File: src/rtl/sdram_arbit.sv
// Bus arbiter for one SDRAM: init owns the bus until init_end, then refresh,
// write and read modules take turns with refresh first and write/read alternating.
module sdram_arbit #(
  parameter int         TIMEOUT = 1023,
  parameter logic [3:0] NOP_CMD = 4'b0111
) (
  input  logic        sysclk_100M,
  input  logic        rst,
  input  logic        init_end,
  input  logic [3:0]  init_cmd,
  input  logic [12:0] init_addr,
  input  logic [1:0]  init_bank,
  input  logic        ref_req,
  input  logic        ref_end,
  input  logic [3:0]  ref_cmd,
  input  logic [12:0] ref_addr,
  input  logic        wr_req,
  input  logic        wr_end,
  input  logic [3:0]  wr_cmd,
  input  logic [12:0] wr_addr,
  input  logic [1:0]  wr_bank,
  input  logic        rd_req,
  input  logic        rd_end,
  input  logic [3:0]  rd_cmd,
  input  logic [12:0] rd_addr,
  input  logic [1:0]  rd_bank,
  output logic        ref_ack,
  output logic        wr_ack,
  output logic        rd_ack,
  output logic        refresh_pending,
  output logic [3:0]  sdram_cmd,
  output logic [12:0] sdram_addr,
  output logic [1:0]  sdram_bank,
  output logic        timeout_err,
  output logic [4:0]  state_dbg
);

  // Handshake: *_req is a level held by the requester until its ack; *_ack is a
  // one-cycle pulse in the first cycle of ownership; the owner keeps the bus
  // until it pulses its *_end (or the grant times out), then arbitration resumes.
  typedef enum logic [4:0] {
    S_INIT  = 5'b00001,
    S_ARBIT = 5'b00010,
    S_REF   = 5'b00100,
    S_WRITE = 5'b01000,
    S_READ  = 5'b10000
  } state_t;

  localparam logic       LS_READ  = 1'b0;
  localparam logic       LS_WRITE = 1'b1;
  localparam logic [9:0] CNT_LAST = 10'(TIMEOUT - 1);

  state_t      state, next_state;
  logic        last_served;
  logic [9:0]  grant_cnt;
  logic        grant_state, timed_out, pick_write;
  logic        ref_ack_d, wr_ack_d, rd_ack_d;
  logic [3:0]  cmd_d;
  logic [12:0] addr_d;
  logic [1:0]  bank_d;

  assign grant_state = (state == S_REF) || (state == S_WRITE) || (state == S_READ);
  // grant_cnt is 0 in the first grant cycle, so CNT_LAST marks the TIMEOUT-th cycle
  assign timed_out   = grant_state && (grant_cnt == CNT_LAST);
  assign pick_write  = wr_req && (!rd_req || (last_served == LS_READ));
  assign state_dbg   = state;

  always_ff @(posedge sysclk_100M) begin
    if (rst) state <= S_INIT;
    else     state <= next_state;
  end

  always_comb begin
    next_state = state;
    case (state)
      S_INIT:  if (init_end) next_state = S_ARBIT;
      S_ARBIT: begin
        if (ref_req)         next_state = S_REF;
        else if (pick_write) next_state = S_WRITE;
        else if (rd_req)     next_state = S_READ;
      end
      S_REF:   if (ref_end || timed_out) next_state = S_ARBIT;
      S_WRITE: if (wr_end || timed_out)  next_state = S_ARBIT;
      S_READ:  if (rd_end || timed_out)  next_state = S_ARBIT;
      default: next_state = S_INIT;
    endcase
  end

  always_comb begin
    ref_ack_d = (state == S_ARBIT) && (next_state == S_REF);
    wr_ack_d  = (state == S_ARBIT) && (next_state == S_WRITE);
    rd_ack_d  = (state == S_ARBIT) && (next_state == S_READ);
    cmd_d     = NOP_CMD;
    addr_d    = '0;
    bank_d    = '0;
    case (state)
      S_INIT:  begin cmd_d = init_cmd; addr_d = init_addr; bank_d = init_bank; end
      S_REF:   begin cmd_d = ref_cmd;  addr_d = ref_addr;  bank_d = 2'b00;     end
      S_WRITE: begin cmd_d = wr_cmd;   addr_d = wr_addr;   bank_d = wr_bank;   end
      S_READ:  begin cmd_d = rd_cmd;   addr_d = rd_addr;   bank_d = rd_bank;   end
      default: ;
    endcase
  end

  always_ff @(posedge sysclk_100M) begin
    if (rst) begin
      ref_ack         <= 1'b0;
      wr_ack          <= 1'b0;
      rd_ack          <= 1'b0;
      timeout_err     <= 1'b0;
      refresh_pending <= 1'b0;
      sdram_cmd       <= NOP_CMD;
      sdram_addr      <= '0;
      sdram_bank      <= '0;
      last_served     <= LS_READ;
      grant_cnt       <= '0;
    end else begin
      ref_ack         <= ref_ack_d;
      wr_ack          <= wr_ack_d;
      rd_ack          <= rd_ack_d;
      timeout_err     <= timed_out;
      refresh_pending <= ref_req;
      sdram_cmd       <= cmd_d;
      sdram_addr      <= addr_d;
      sdram_bank      <= bank_d;
      if (wr_ack_d)      last_served <= LS_WRITE;
      else if (rd_ack_d) last_served <= LS_READ;
      if (!grant_state)  grant_cnt <= '0;
      else               grant_cnt <= grant_cnt + 10'd1;
    end
  end

endmodule
File: config.mk
export PLATFORM = sky130hd
export DESIGN_NAME = sdram_arbit
export DESIGN_NICKNAME = d
export VERILOG_FILES = /design/src/rtl/sdram_arbit.sv
export SDC_FILE = /design/constraint.sdc
export NUM_CORES = 1
export LEC_CHECK = 0
export BUFFER_PORTS_ARGS = -buffer_cell sky130_fd_sc_hd__buf_2
export CORE_ASPECT_RATIO = 1.5
export CORE_MARGIN = 3
export CORE_UTILIZATION = 35
export CTS_CLUSTER_SIZE = 24
export DETAILED_ROUTE_END_ITERATION = 7
export PLACE_DENSITY = 0.77
export SLEW_MARGIN = 20
export SYNTH_ARGS = -nofsm -noshare
export SYNTH_HDL_FRONTEND = slang
export SYNTH_SLANG_ARGS = --single-unit
File: constraint.sdc
create_clock -name sysclk_100M -period 2.25 [get_ports sysclk_100M]
set_clock_uncertainty 0.05 [all_clocks]
set_input_delay 0.225 -clock sysclk_100M [delete_from_list [all_inputs] [get_ports sysclk_100M]]
set_output_delay 0.225 -clock sysclk_100M [all_outputs]
set_load 0.005 [all_outputs]
==> impl_results.md <==
- Status: complete, no violations
- P_leak: 1.18 nW
- # DRC: 0
- Hold_buf cts: 0
- Drt first-iter violations: 110
- Post-route cell area: 0.00261 sq mm
- Tot GR Track Use: 19.9%
- Critical Path End Type: flop
- Layout net count: 398
- CTS Root Cell: clkbuf_8
- Post-synth top area share: 44.0%
- Largest family of logic cells by synthesized area: compound AO/OA/AOI/OAI gates
- Post-synth ARST share: 0%
- Longest Clk Path Bufs: 2
- RePlAce Congestion: 0.789
- Commonest non-fill, non-tap cell in the layout: buf_2
- Count of cell types in the netlist: 40
- Router iterations before antenna repair: 4
- CP cell instances: xor2_1 -> o211a_1 -> and2_1 -> o311a_1 -> or4_1
- Post_cts resized: 0
- Min-Delay Path Class: primary input to flop
- Share of cells above drive strength 1: 44.3%
- F_max: ~520 MHz
- Area of the multi-input gates: about 950 sq um
- Critical path depth in cells: 5
- Area delta synth->final: 43.3%
- # fillers: 493
- Initial antenna violation count: 1
- Worst hold path depth: 3
- Setup CP Type: flop to flop
- Rows: 31
- Final min period: 1.93 ns
- CTS sink count: 40
- Cell Area, Placed: 0.00248 sq mm
- Vias in the first global route: 2048
- Post-synth net total: 280
- Register Area: between 800 and 900 sq um
- Max stage delay on crit path: roughly 0.47 ns
- Seq/Total Area, Yosys: 44.0%
- Required @ worst endpoint: 2.38 ns
- Final Cycle Share: 85.9%
- Setup TNS: 0 ns
- Remaining antenna violation count: 0
- EDFF count, synth: 0
- CP delay by family, top: compound AO/OA/AOI/OAI gates
- CORE AREA: 0.00493 sq mm
- PwrDens: slightly below 700 mW/mm^2
- Most frequent cells in the layout: buf_2, dfxtp_1, a22oi_1
- WP buf/inv: 0
- H-tree depth: 2
- Synth Instances: between 150 and 200
- Via count: about 2.0k
- Syn avg cell area: between 9 and 10 sq um
- Layout Cells excl Fill: 381
- Least-Margin Pin Slew: 0.680 ns
- Placed cell count: 372
- Final Max Tran Viols: 0
- Adder-cell area share of the yosys netlist: 1.38%
- Worst vdd ir: 0.514 mV
- RSZ-0062 raised after global routing: no
- CTS tree: done
- Vias per Instance: 5.22
- TritonCTS Buffers: 5
- Overflow after GRT: 0
- Post-DP HPWL: 4.57 mm
- Synth Area in Simple Gates: between 15 and 20%
- I/O Buffers: 111
- Finish-stage setup viols: 0
- Xor/xnor share of the synthesized area: 3.85%
- Final wirelength: 5.87 mm
- Die X: between 60 and 70 um
- Complex-gate fraction of the synthesized area: 28.5%
- Slowest CP cell: dfxtp_1
- WL/cell: between 15 and 20 um
- Mux cell area share after synthesis: 0%
- Starting Density: 36.9%
- Hold Violations, Final: 0
- Clock Latency Late Sink: around 0.30 ns
- Largest area contributor in the netlist: dfxtp_1
- Pin count of the biggest net entering global routing: 18
- Post-Synthesis Cell Area: 0.00182 sq mm
- Die ar.: ~0.006 sq mm
- Worst setup SP type: flop
- Clk pin slew, worst setup/hold paths: roughly 0.08 ns
- Synth Warn #: 0
- Ports: about 110
- Global-route wire length before repair: just over 9 mm
- Arrival @ worst endpoint: just over 2 ns
- Seq cells post-synth: 40
- Relative slew slack: ~54%
- Max cap viols: 0
- Crit-path max FO: 7
- Prevailing post-synth register cell: dfxtp_1
- Top cells by area, synth: dfxtp_1, a22oi_1, a21oi_1
- Die height: 94.3 um
- Register-to-Register Path Depth: 5
- Post-CTS Setup Inserts: 0
[area by class of cell]
cell class,instances,share of cell area (%)
timing repair buffer,121,24.2
antenna,1,0.0960
sequential,40,30.7
tap,66,3.17
clock buffer,6,3.17
clock inverter,2,1.49
multi-input combinational,139,36.3
inverter,6,0.864
[report_power, final]
group,leakage (nW),internal [mW],switching [mW],total (mW)
Sequential,0.326,0.763,0.0262,0.790
Clock,0.0614,0.363,0.267,0.630
Combinational,0.795,0.197,0.187,0.383
[sequential cells by signal, summed over array words and instances (netlist names)]
register and cells:
timeout_err 1, last_served 1, state_dbg 5, sdram_cmd 4
wr_ack 1, refresh_pending 1, rd_ack 1, sdram_bank 2
sdram_addr 13, grant_cnt 10, ref_ack 1
[layer usage]
layer | global-route usage, % | wire length [um] | vias to the layer above
li1 | - | - | 962
met5 | 0 | 0 | -
met3 | 7.78 | 580 | 12
met4 | 8.82 | 148 | 0
met1 | 20.6 | 2080 | 913
met2 | 34.9 | 3070 | 102
[path summary, 6_finish.rpt]
kind                              startpoint            end  slack, ns
worst max-delay path            state_dbg[3]   state_dbg[1]       0.32
worst min register to register  grant_cnt[0]   grant_cnt[0]       0.44
worst max register to register  state_dbg[3]   state_dbg[1]       0.32
worst min-delay path              rd_bank[1]  sdram_bank[1]       0.12
[cell usage after synthesis, types with 3 or more instances]
cell type,count
buf_2,6
inv_1,6
nor2_1,17
a21oi_1,23
nand2_1,8
a22oi_1,30
nor2b_1,3
and3_1,3
xnor2_1,3
a22oi_2,5
dfxtp_1,40
and2_1,3
o21ai_0,5
nand3b_1,3
xor2_1,5
[stage by stage]
step | util [%] | total power [mW] | hold slack [ns] | worst slack [ns]
detailed placement | 50.4 | 1.19 | 0.419 | 0.351
finish | 52.9 | 1.80 | 0.117 | 0.316
global placement | 50.4 | 1.18 | 0.406 | 0.412
floorplan | - | 0.995 | 0.244 | 0.478
CTS | 52.9 | 1.81 | 0.113 | 0.323
global route | 52.9 | 1.89 | 0.123 | 0.212
[worst reg2reg max path, delay by kind of cell, from the launching register on]
family / cells / cell delay [ns]
compound gates: 2 / 0.60
xor+xnor: 1 / 0.11
flops: 1 / 0.47
simple gates: 2 / 0.59
[cells by family (layout without fill, tap and decap cells)]
kind of cell             Yosys count  count (layout)
flip-flops                        40              40
other                              0               1
adder cells (fa/ha/maj)            2               2
AO/OA/AOI/OAI                     73              73
AND/OR/NAND/NOR                   56              56
buffers and inverters             16             135
XOR/XNOR                           8               8
Power figures use the tool's default switching activity.
